$ cat src/rtl/imm_encoder_pkg.sv
// Shared immediate-format definitions for the encode and decode sides.
// Also holds the representability check used by the packer.
package imm_encoder_pkg;

    typedef enum logic [1:0] {
        IMM_I = 2'b00,
        IMM_S = 2'b01,
        IMM_B = 2'b10,
        IMM_J = 2'b11
    } immsrc_t;

    localparam int XLEN = 32;

    // True when every bit from position msb_keep upward equals bit msb_keep,
    // i.e. the value survives truncation to msb_keep+1 bits plus sign extension.
    function automatic logic fits_signed(input logic [XLEN-1:0] value, input int msb_keep);
        logic signed [XLEN-1:0] shifted;
        shifted = $signed(value) >>> msb_keep;
        return (shifted == '0) || (shifted == '1);
    endfunction

endpackage

$ cat src/rtl/imm_encoder_if.sv
// Request/response bundle of the immediate encoder.
// The slave modport is the encoder's view; master is the driver's view.
interface imm_encoder_if #(parameter int CNT_W = 16) ();
    import imm_encoder_pkg::*;

    logic             valid_i;
    logic             ready_o;
    logic [31:0]      imm_i;
    immsrc_t          immsrc_i;
    logic [31:0]      base_i;
    logic             valid_o;
    logic             ready_i;
    logic [31:0]      instr_o;
    logic             range_err_o;
    logic             align_err_o;
    logic [CNT_W-1:0] err_count_o;

    modport slave (
        input  valid_i, imm_i, immsrc_i, base_i, ready_i,
        output ready_o, valid_o, instr_o, range_err_o, align_err_o, err_count_o
    );

    modport master (
        output valid_i, imm_i, immsrc_i, base_i, ready_i,
        input  ready_o, valid_o, instr_o, range_err_o, align_err_o, err_count_o
    );

endinterface

$ cat src/rtl/imm_encoder_pack_comb.sv
// Purely combinational immediate packer: scatters the immediate into the
// RISC-V field positions of the chosen format and flags range/alignment faults.
module imm_pack_comb
    import imm_encoder_pkg::*;
(
    input  logic [31:0] imm,
    input  immsrc_t     immsrc,
    input  logic [31:0] base,
    output logic [31:0] instr,
    output logic        range_err,
    output logic        align_err
);

    // Fields not owned by the format fall through from base; imm[0] of B/J
    // is never encoded, so a set bit there only raises align_err.
    always_comb begin
        instr     = base;
        range_err = 1'b0;
        align_err = 1'b0;
        case (immsrc)
            IMM_I: begin
                instr[31:20] = imm[11:0];
                range_err    = !fits_signed(imm, 11);
            end
            IMM_S: begin
                instr[31:25] = imm[11:5];
                instr[11:7]  = imm[4:0];
                range_err    = !fits_signed(imm, 11);
            end
            IMM_B: begin
                instr[31]    = imm[12];
                instr[30:25] = imm[10:5];
                instr[11:8]  = imm[4:1];
                instr[7]     = imm[11];
                range_err    = !fits_signed(imm, 12);
                align_err    = imm[0];
            end
            default: begin
                instr[31]    = imm[20];
                instr[30:21] = imm[10:1];
                instr[20]    = imm[11];
                instr[19:12] = imm[19:12];
                range_err    = !fits_signed(imm, 20);
                align_err    = imm[0];
            end
        endcase
    end

endmodule

$ cat src/rtl/imm_encoder.sv
// Two-stage valid/ready pipeline that packs immediates into instruction words
// and keeps a saturating count of errored transactions handed downstream.
module imm_encoder
    import imm_encoder_pkg::*;
#(
    parameter int CNT_W = 16
) (
    input  logic        clk_i,
    input  logic        rst_i,
    imm_encoder_if.slave bus
);

    localparam logic [CNT_W-1:0] CNT_MAX = '1;

    logic             s1_valid;
    logic [31:0]      s1_imm;
    immsrc_t          s1_src;
    logic [31:0]      s1_base;

    logic             s2_valid;
    logic [31:0]      s2_instr;
    logic             s2_range;
    logic             s2_align;

    logic [CNT_W-1:0] err_cnt;

    logic [31:0]      pk_instr;
    logic             pk_range;
    logic             pk_align;

    logic             adv1;
    logic             adv2;
    logic             consume;

    assign adv2    = !s2_valid || bus.ready_i;
    assign adv1    = !s1_valid || adv2;
    assign consume = s2_valid && bus.ready_i;

    imm_pack_comb u_pack (
        .imm       (s1_imm),
        .immsrc    (s1_src),
        .base      (s1_base),
        .instr     (pk_instr),
        .range_err (pk_range),
        .align_err (pk_align)
    );

    // Stage 1 captures the raw request; payload only loads on an accepted beat.
    always_ff @(posedge clk_i) begin
        if (rst_i) begin
            s1_valid <= 1'b0;
            s1_imm   <= '0;
            s1_src   <= IMM_I;
            s1_base  <= '0;
        end else if (adv1) begin
            s1_valid <= bus.valid_i;
            if (bus.valid_i) begin
                s1_imm  <= bus.imm_i;
                s1_src  <= bus.immsrc_i;
                s1_base <= bus.base_i;
            end
        end
    end

    // Stage 2 holds the packed word steady while downstream stalls.
    always_ff @(posedge clk_i) begin
        if (rst_i) begin
            s2_valid <= 1'b0;
            s2_instr <= '0;
            s2_range <= 1'b0;
            s2_align <= 1'b0;
        end else if (adv2) begin
            s2_valid <= s1_valid;
            if (s1_valid) begin
                s2_instr <= pk_instr;
                s2_range <= pk_range;
                s2_align <= pk_align;
            end
        end
    end

    always_ff @(posedge clk_i) begin
        if (rst_i) begin
            err_cnt <= '0;
        end else if (consume && (s2_range || s2_align) && (err_cnt != CNT_MAX)) begin
            err_cnt <= err_cnt + 1'b1;
        end
    end

    assign bus.ready_o     = adv1;
    assign bus.valid_o     = s2_valid;
    assign bus.instr_o     = s2_instr;
    assign bus.range_err_o = s2_range;
    assign bus.align_err_o = s2_align;
    assign bus.err_count_o = err_cnt;

endmodule
$ cat src/flat_wrapper.sv
// flat-port wrapper written by rule: the top's interface ports become plain ports
module imm_encoder_flat import imm_encoder_pkg::*;
#(
    parameter int CNT_W = 16
)
  (clk_i, rst_i, bus_valid_i, bus_imm_i, bus_immsrc_i, bus_base_i, bus_ready_i, bus_ready_o, bus_valid_o, bus_instr_o, bus_range_err_o, bus_align_err_o, bus_err_count_o);
  imm_encoder_if #(.CNT_W(CNT_W)) bus_i ();
  input  logic clk_i;
  input  logic rst_i;
  input wire logic [$bits(bus_i.valid_i)-1:0] bus_valid_i;
  input wire logic [$bits(bus_i.imm_i)-1:0] bus_imm_i;
  input wire logic [$bits(bus_i.immsrc_i)-1:0] bus_immsrc_i;
  input wire logic [$bits(bus_i.base_i)-1:0] bus_base_i;
  input wire logic [$bits(bus_i.ready_i)-1:0] bus_ready_i;
  output wire logic [$bits(bus_i.ready_o)-1:0] bus_ready_o;
  output wire logic [$bits(bus_i.valid_o)-1:0] bus_valid_o;
  output wire logic [$bits(bus_i.instr_o)-1:0] bus_instr_o;
  output wire logic [$bits(bus_i.range_err_o)-1:0] bus_range_err_o;
  output wire logic [$bits(bus_i.align_err_o)-1:0] bus_align_err_o;
  output wire logic [$bits(bus_i.err_count_o)-1:0] bus_err_count_o;
  assign bus_i.valid_i = bus_valid_i;
  assign bus_i.imm_i = bus_imm_i;
  assign bus_i.immsrc_i = bus_immsrc_i;
  assign bus_i.base_i = bus_base_i;
  assign bus_i.ready_i = bus_ready_i;
  assign bus_ready_o = bus_i.ready_o;
  assign bus_valid_o = bus_i.valid_o;
  assign bus_instr_o = bus_i.instr_o;
  assign bus_range_err_o = bus_i.range_err_o;
  assign bus_align_err_o = bus_i.align_err_o;
  assign bus_err_count_o = bus_i.err_count_o;
  imm_encoder #(.CNT_W(CNT_W)) u_core (.clk_i(clk_i), .rst_i(rst_i), .bus(bus_i));
endmodule
$ cat config.mk
export PLATFORM = sky130hd
export DESIGN_NAME = imm_encoder_flat
export DESIGN_NICKNAME = d
export VERILOG_FILES = /design/src/rtl/imm_encoder_pkg.sv /design/src/rtl/imm_encoder_if.sv /design/src/rtl/imm_encoder_pack_comb.sv /design/src/rtl/imm_encoder.sv /design/src/flat_wrapper.sv
export SDC_FILE = /design/constraint.sdc
export NUM_CORES = 1
export LEC_CHECK = 0
export BUFFER_PORTS_ARGS = -buffer_cell sky130_fd_sc_hd__clkbuf_2
export CAP_MARGIN = 20
export CORE_UTILIZATION = 40
export CTS_CLUSTER_SIZE = 10
export DETAILED_ROUTE_END_ITERATION = 8
export GPL_TIMING_DRIVEN = 0
export PLACE_DENSITY_LB_ADDON = 0.12
export SETUP_SLACK_MARGIN = 0.2
export SYNTH_ARGS = -nofsm -noshare
export SYNTH_HDL_FRONTEND = slang
export SYNTH_SLANG_ARGS = --single-unit
$ cat constraint.sdc
create_clock -name clk_i -period 3.35 [get_ports clk_i]
set_input_delay 0.67 -clock clk_i [delete_from_list [all_inputs] [get_ports clk_i]]
set_output_delay 0.67 -clock clk_i [all_outputs]
set_load 0.01 [all_outputs]
### Word level (Yosys, flattened, before mapping)

Index checks and enable logic that the tools add are counted.

| word-level totals | value |
|---|---|
| flip-flop bits (word level) | 111 |
| bits in latches | 0 |
| RAM bits | 0 |
| ROM bits | 0 |
| output and inout port bits | 52 |
| memories kept | 0 |

| operators by class | value |
|---|---|
| $add $sub $neg | 1 |
| $mul | 0 |
| div/mod/pow operators | 0 |
| order comparisons | 0 |
| equality and inequality tests | 6 |
| shift operators | 0 |
| muxes and demuxes | 6 |
| bitwise logic cells | 0 |
| reduce and logical (&&, ||, !) cells | 23 |

Operators by type and width:

| operator | count |
|---|---|
| $eq A32 B32 Y1 const B | 3 |
| $logic_not A32 Y1 | 3 |
| $pmux W5 S2 | 2 |
| $add A16 B1 Y16 const B | 1 |
| $ne A16 B16 Y1 const B | 1 |
| $pmux W7 S2 | 1 |
| $mux W8 | 1 |
| $logic_or A1 B1 Y1 | 6 |
| $logic_not A1 Y1 | 5 |
| $reduce_and A2 Y1 | 2 |
| $reduce_or A2 Y1 | 2 |
| $logic_and A1 B1 Y1 | 3 |
| $reduce_or A3 Y1 | 1 |
| $eq A2 B1 Y1 const B | 1 |
| $eq A2 B2 Y1 const B | 1 |
| $logic_not A2 Y1 | 1 |
| $pmux W1 S2 | 1 |
| $mux W1 | 1 |

### Longest topological paths before layout

| depth | value |
|---|---|
| depth after elaboration | 4 |
| depth in mapped cells | 8 |
| mapped depth without buffers | 7 |

### By module

Synthesis repeated with hierarchy kept, for this count alone.

| unflattened totals | value |
|---|---|
| cell total of the unflattened synthesis | 632 |
| area total of the unflattened synthesis | 4921.0 um2 |

By module, submodules not included:

| module | instances | cells each | area each (um2) | sequential area each (um2) |
|---|---|---|---|---|
| imm_encoder | 1 | 549 | 4361.7 | 2362.3 |
| imm_pack_comb | 1 | 83 | 559.3 | 0.0 |

### Worst setup path after synthesis

No wires, ideal clock.

| path | value |
|---|---|
| kind | in2reg |
| start point | in bus_ready_i |
| end point | reg u_core.s1_base[3] |
| setup time | 132 ps |
| arrival | 1584 ps |
| data required time | 3218 ps |
| setup slack | 1633 ps |
| stages on the path | 8 |
| cell sequence | nor2b_4 > nand2_1 > and2_1 > buf_2 > buf_4 > buf_6 > nand2_1 > a21oi_1 |

| on the way | value |
|---|---|
| cells in the longest elaborated chain, start to end | 3 |

RTL lines:

| element | RTL line | RTL |
|---|---|---|
| from (decl) | flat_wrapper.sv:14 | `input wire logic [$bits(bus_i.ready_i)-1:0] bus_ready_i;` |
| $logic_or A1 B1 Y1 | imm_encoder.sv:35 | `assign adv2 = !s2_valid \|\| bus.ready_i;` |
| $logic_or A1 B1 Y1 | imm_encoder.sv:36 | `assign adv1 = !s1_valid \|\| adv2;` |
| named net bus_ready_o | flat_wrapper.sv:15 | `output wire logic [$bits(bus_i.ready_o)-1:0] bus_ready_o;` |
| $reduce_and A2 Y1 (no source line) | n/a |  |
| to (signal assigned) | imm_encoder.sv:60 | `s1_base <= bus.base_i;` |
| to (decl) | imm_encoder.sv:18 | `logic [31:0] s1_base;` |

The timed path passes the listed nets, and every way through them passes these cells.
A chain may end at the register's enable or synchronous reset.

### Final worst setup path

| path | value |
|---|---|
| start point | reg u_core.s2_valid (netlist: u_core.bus.valid_o) |
| end point | out bus_ready_o |

| on the way | value |
|---|---|
| cells in the longest elaborated chain, start to end | 3 |

RTL lines:

| element | RTL line | RTL |
|---|---|---|
| from (decl) | imm_encoder.sv:20 | `logic s2_valid;` |
| from (signal assigned) | imm_encoder.sv:73 | `s2_valid <= s1_valid;` |
| $logic_not A1 Y1 | imm_encoder.sv:35 |  |
| $logic_or A1 B1 Y1 | imm_encoder.sv:35 |  |
| $logic_or A1 B1 Y1 | imm_encoder.sv:36 |  |
| to (decl) | flat_wrapper.sv:15 |  |

Every way passes these cells.

==> summary.log <==
qor: timing.timing.fmax 510.0 MHz
qor: worst_setup_path.crit_path_start u_core.bus.valid_o$_SDFFE_PP0P_
qor: worst_setup_path.critPathTopFamily flip-flops
qor: power.post-layout-total-power 2.515 mW
qor: place.portBuffers 113
qor: worst_setup_path.critical_path_depth 3
qor: synthesis.yosysUniqueCellTypes 47
qor: synthesis.yosys-top-cells-area sky130_fd_sc_hd__dfxtp_1 (49%), sky130_fd_sc_hd__nand2_1 (13%), sky130_fd_sc_hd__a21oi_1 (9.3%)
qor: grt.largest_net_degree_at_the_start_of_global_routing 18
qor: synthesis.synth_fp_nets 623
qor: clocking.cts.repair.resized 0
qor: synthesis.ys_top_cells_by_count sky130_fd_sc_hd__nand2_1 (157), sky130_fd_sc_hd__dfxtp_1 (111), sky130_fd_sc_hd__a21oi_1 (84)
qor: floorplan.core 0.01089 mm2
qor: timing.maxSlewHeadroom 56.47%
qor: worst_setup_path.worst_r2r_path_depth 6
qor: power.power_density 462.4 mW/mm2
qor: cells_and_area.layout.nets 747
qor: worst_setup_path.crit_end bus_ready_o
qor: timing.max_slew.worst_pin.slew 653.0 ps
qor: synthesis.yosysTopAreaCell sky130_fd_sc_hd__dfxtp_1
qor: worst_setup_path.worst_setup_path_start_kind flop
qor: worst_setup_path.setup.worst_path.end_class output port
qor: synthesis.synth_seq_cells 111
qor: timing.final.min_clock_period 1961 ps
qor: timing.grt_setup_unrepaired no
qor: clocking.holdBufCountCts 0
qor: clocking.cts-htree-levels 3
qor: routing.total_wire_length 11260 um
qor: synthesis.yosysSeqAreaShare 49.37%
qor: clocking.cts_tree built
qor: worst_setup_path.arrival 1290 ps
qor: worst_setup_path.worst-endpoint-required 2680 ps
qor: clocking.clk_transition_reported_paths 100 ps
qor: worst_setup_path.ff2ff_setup_slack 1480 ps
qor: synthesis.synth-async-reset-ratio 0%
qor: power.static_leak 2.232 nW
qor: clocking.cts_buffer_depth 2
qor: timing.setup_viol 0
qor: cells_and_area.num_antenna_cells 0
qor: synthesis.synth.cell_area 0.004501 mm2
qor: worst_setup_path.regToRegStartpoint u_core.s1_src[0]$_SDFFE_PP0P_
qor: worst_setup_path.timing.critical_path.fanout_max 5
qor: routing.per_cell_via_count_in_the_routed_design 4.998
qor: clocking.tritoncts.num_buffers 9
qor: job.max-cap-violations 0
qor: floorplan.initial_utilization 41.34%
qor: grt.overflow 0
qor: worst_setup_path.worstPathCellList nor2b_4 -> nand2_1 -> clkbuf_2
qor: clocking.cts.sinks 111
qor: floorplan.row_count 38
qor: synthesis.synth-warning-count 0
qor: synthesis.synth_flop_cell sky130_fd_sc_hd__dfxtp_1
qor: grt.number_of_global_route_vias_before_repair 3842
qor: synthesis.synth_edf_count 0
qor: synthesis.synth_area_per_cell 8.213 um2
qor: hold_path.min-delay-path-class reg -> reg
qor: worst_setup_path.crit_path_max_incr_delay 440 ps
qor: routing.drt_pre_antenna_iters 4
qor: synthesis.syn-instance-count 548
qor: routing.drc 0
qor: timing.timing.final.max_slew_violations 0
qor: routing.detail_route.wl_per_cell 13.78 um
qor: clocking.clkLatencyLatePin 380 ps
qor: cells_and_area.layout-drive-gt1-share 23.49%
qor: place.dp.final_hpwl 8746 um
qor: worst_setup_path.cp_slowest_cell sky130_fd_sc_hd__dfxtp_1
qor: worst_setup_path.cp.buffers_inverters 1
qor: synthesis.synth_top_area_share 49.37%
qor: timing.final_min_period_over_clock_period 58.53%
qor: synthesis.post-synth-top-count-cell sky130_fd_sc_hd__nand2_1
qor: timing.worst_clock_skew 5.609 ps
qor: grt.grt_pass1_wl 18380 um
qor: grt.grt.total_usage 20.53%
qor: cells_and_area.seqCellArea 0.002222 mm2
qor: cells_and_area.multi_input_comb_area 0.002081 mm2
qor: power.ir_worst_vdd 0.1828 mV
qor: worst_setup_path.worstSetupPathType reg -> out
qor: place.gp_congestion 0.7639
qor: grt.grt_antenna_before_repair 0
qor: floorplan.io_pins 122
qor: timing.finalSetupTns 0 ps
qor: routing.initialDrtViolationCount 212
qor: clocking.ctsRootBufferMaster sky130_fd_sc_hd__clkbuf_8
qor: routing.routed-via-count 4083
qor: floorplan.die_height 108.1 um
qor: run_status.outcome completed
qor: clocking.cts_setup_buffers 0
qor: routing.drt.antenna.violating_nets 0
qor: floorplan.chipWidth 108.1 um
qor: cells_and_area.synthToLayoutAreaGrowth 20.85%
qor: timing.finalHoldViolCount 0
qor: cells_and_area.fillers 1125
qor: floorplan.design.die.area 0.01168 mm2
qor: worst_setup_path.destination_of_the_worst_register_to_register_timing_path u_core.bus.instr_o[21]$_SDFFE_PP0P_
==> kinds of logic after synthesis <==
kind of cell               share of synthesized area (%)
xor gates and xnor gates                           2.530
muxes                                              2.002
and+or+nand+nor                                    24.83
buffers and inverters                              4.392
AOI/OAI and AO/OA                                  15.48
adders and majority gates                          1.390
DFF                                                49.37
==> flip-flops by register name, indices dropped and copies added, names as in the netlist <==
register / cells
u_core.bus.valid_o: 1
u_core.bus.instr_o: 32
u_core.bus.range_err_o: 1
u_core.bus.align_err_o: 1
u_core.s1_valid: 1
u_core.s1_src: 2
u_core.s1_imm: 32
u_core.bus.err_count_o: 16
u_core.s1_base: 25
==> where the power goes <==
part / internal [mW] / leakage [nW] / switching [mW]
sequential: 1.38 / 0.909 / 0.0409
clock: 0.367 / 0.0997 / 0.452
combinational: 0.113 / 1.22 / 0.164
==> cells in the final DEF, fill, tap and decap left out, types with 3 or more instances in the layout <==
master                     instances
sky130_fd_sc_hd__xor2_1            5
sky130_fd_sc_hd__nor2_1           38
sky130_fd_sc_hd__clkbuf_8         10
sky130_fd_sc_hd__or2_2             3
sky130_fd_sc_hd__a211oi_1         10
sky130_fd_sc_hd__dfxtp_1         111
sky130_fd_sc_hd__clkbuf_1         15
sky130_fd_sc_hd__o211ai_1          3
sky130_fd_sc_hd__nor3_1           14
sky130_fd_sc_hd__nor2b_1           7
sky130_fd_sc_hd__nor4_1            5
sky130_fd_sc_hd__a21oi_1          84
sky130_fd_sc_hd__mux2i_1           9
sky130_fd_sc_hd__nand3_1           6
sky130_fd_sc_hd__nand4_1           9
sky130_fd_sc_hd__ha_1              5
sky130_fd_sc_hd__a221oi_1          4
sky130_fd_sc_hd__xnor2_1           8
sky130_fd_sc_hd__a311oi_1          4
sky130_fd_sc_hd__inv_1             5
sky130_fd_sc_hd__buf_2            17
sky130_fd_sc_hd__nand2_1         157
sky130_fd_sc_hd__clkbuf_2        113
==> metal layers <==
layer,global-route usage [%],up-vias,routed length [um]
li1,-,2097,-
met1,26.93,1882,5261
met2,33.58,89,5315
met3,2.833,15,477
met4,9.002,0,207
met5,0,-,0
==> tightest hold or removal path, delay by kind of cell (launching register included) <==
kind	cells	cell delay, ps
compound gates	1	50
flops	1	320
simple gates	1	50
==> worst min path at each step <==
stage / start / end / slack (ps) / cells after the start
global route: u_core.s1_base[1]$_SDFFE_PP0P_ / u_core.s1_base[1]$_SDFFE_PP0P_ / 480 / 2
CTS: u_core.s1_imm[9]$_SDFFE_PP0P_ / u_core.bus.instr_o[29]$_SDFFE_PP0P_ / 460 / 2
floorplan: u_core.s1_base[10]$_SDFFE_PP0P_ / u_core.s1_base[10]$_SDFFE_PP0P_ / 430 / 2
finish: u_core.s1_imm[6]$_SDFFE_PP0P_ / u_core.bus.instr_o[26]$_SDFFE_PP0P_ / 460 / 2
detailed placement: u_core.s1_imm[6]$_SDFFE_PP0P_ / u_core.bus.instr_o[26]$_SDFFE_PP0P_ / 450 / 2
global placement: u_core.s1_base[9]$_SDFFE_PP0P_ / u_core.s1_base[9]$_SDFFE_PP0P_ / 440 / 2
==> through the flow <==
| step | cell area (um2) | worst slack, ps | utilization, % | hold slack (ps) | std cells |
|---|---|---|---|---|---|
| floorplan | 4501 | 1633 | - | 431.8 | 548 |
| global placement | 5241 | 1366 | 48.14 | 440.3 | 801 |
| detailed placement | 5241 | 1326 | 48.14 | 445.2 | 801 |
| CTS | 5439 | 1375 | 49.95 | 459.1 | 817 |
| global route | 5439 | 1296 | 49.95 | 478.9 | 817 |
| finish | 5439 | 1389 | 49.95 | 458.0 | 817 |
==> final cells by class <==
| cell class | instances | share of cell area [%] |
|---|---|---|
| Timing Repair Buffer | 113 | 10.40 |
| Buffer | 36 | 3.290 |
| Clock inverter | 5 | 1.035 |
| Multi-Input combinational cell | 396 | 38.26 |
| Tap cell | 140 | 3.221 |
| Inverter | 5 | 0.3451 |
| Sequential cell | 111 | 40.86 |
| Clock buffer | 11 | 2.599 |
No activity file was read; power rests on OpenSTA's default activity.
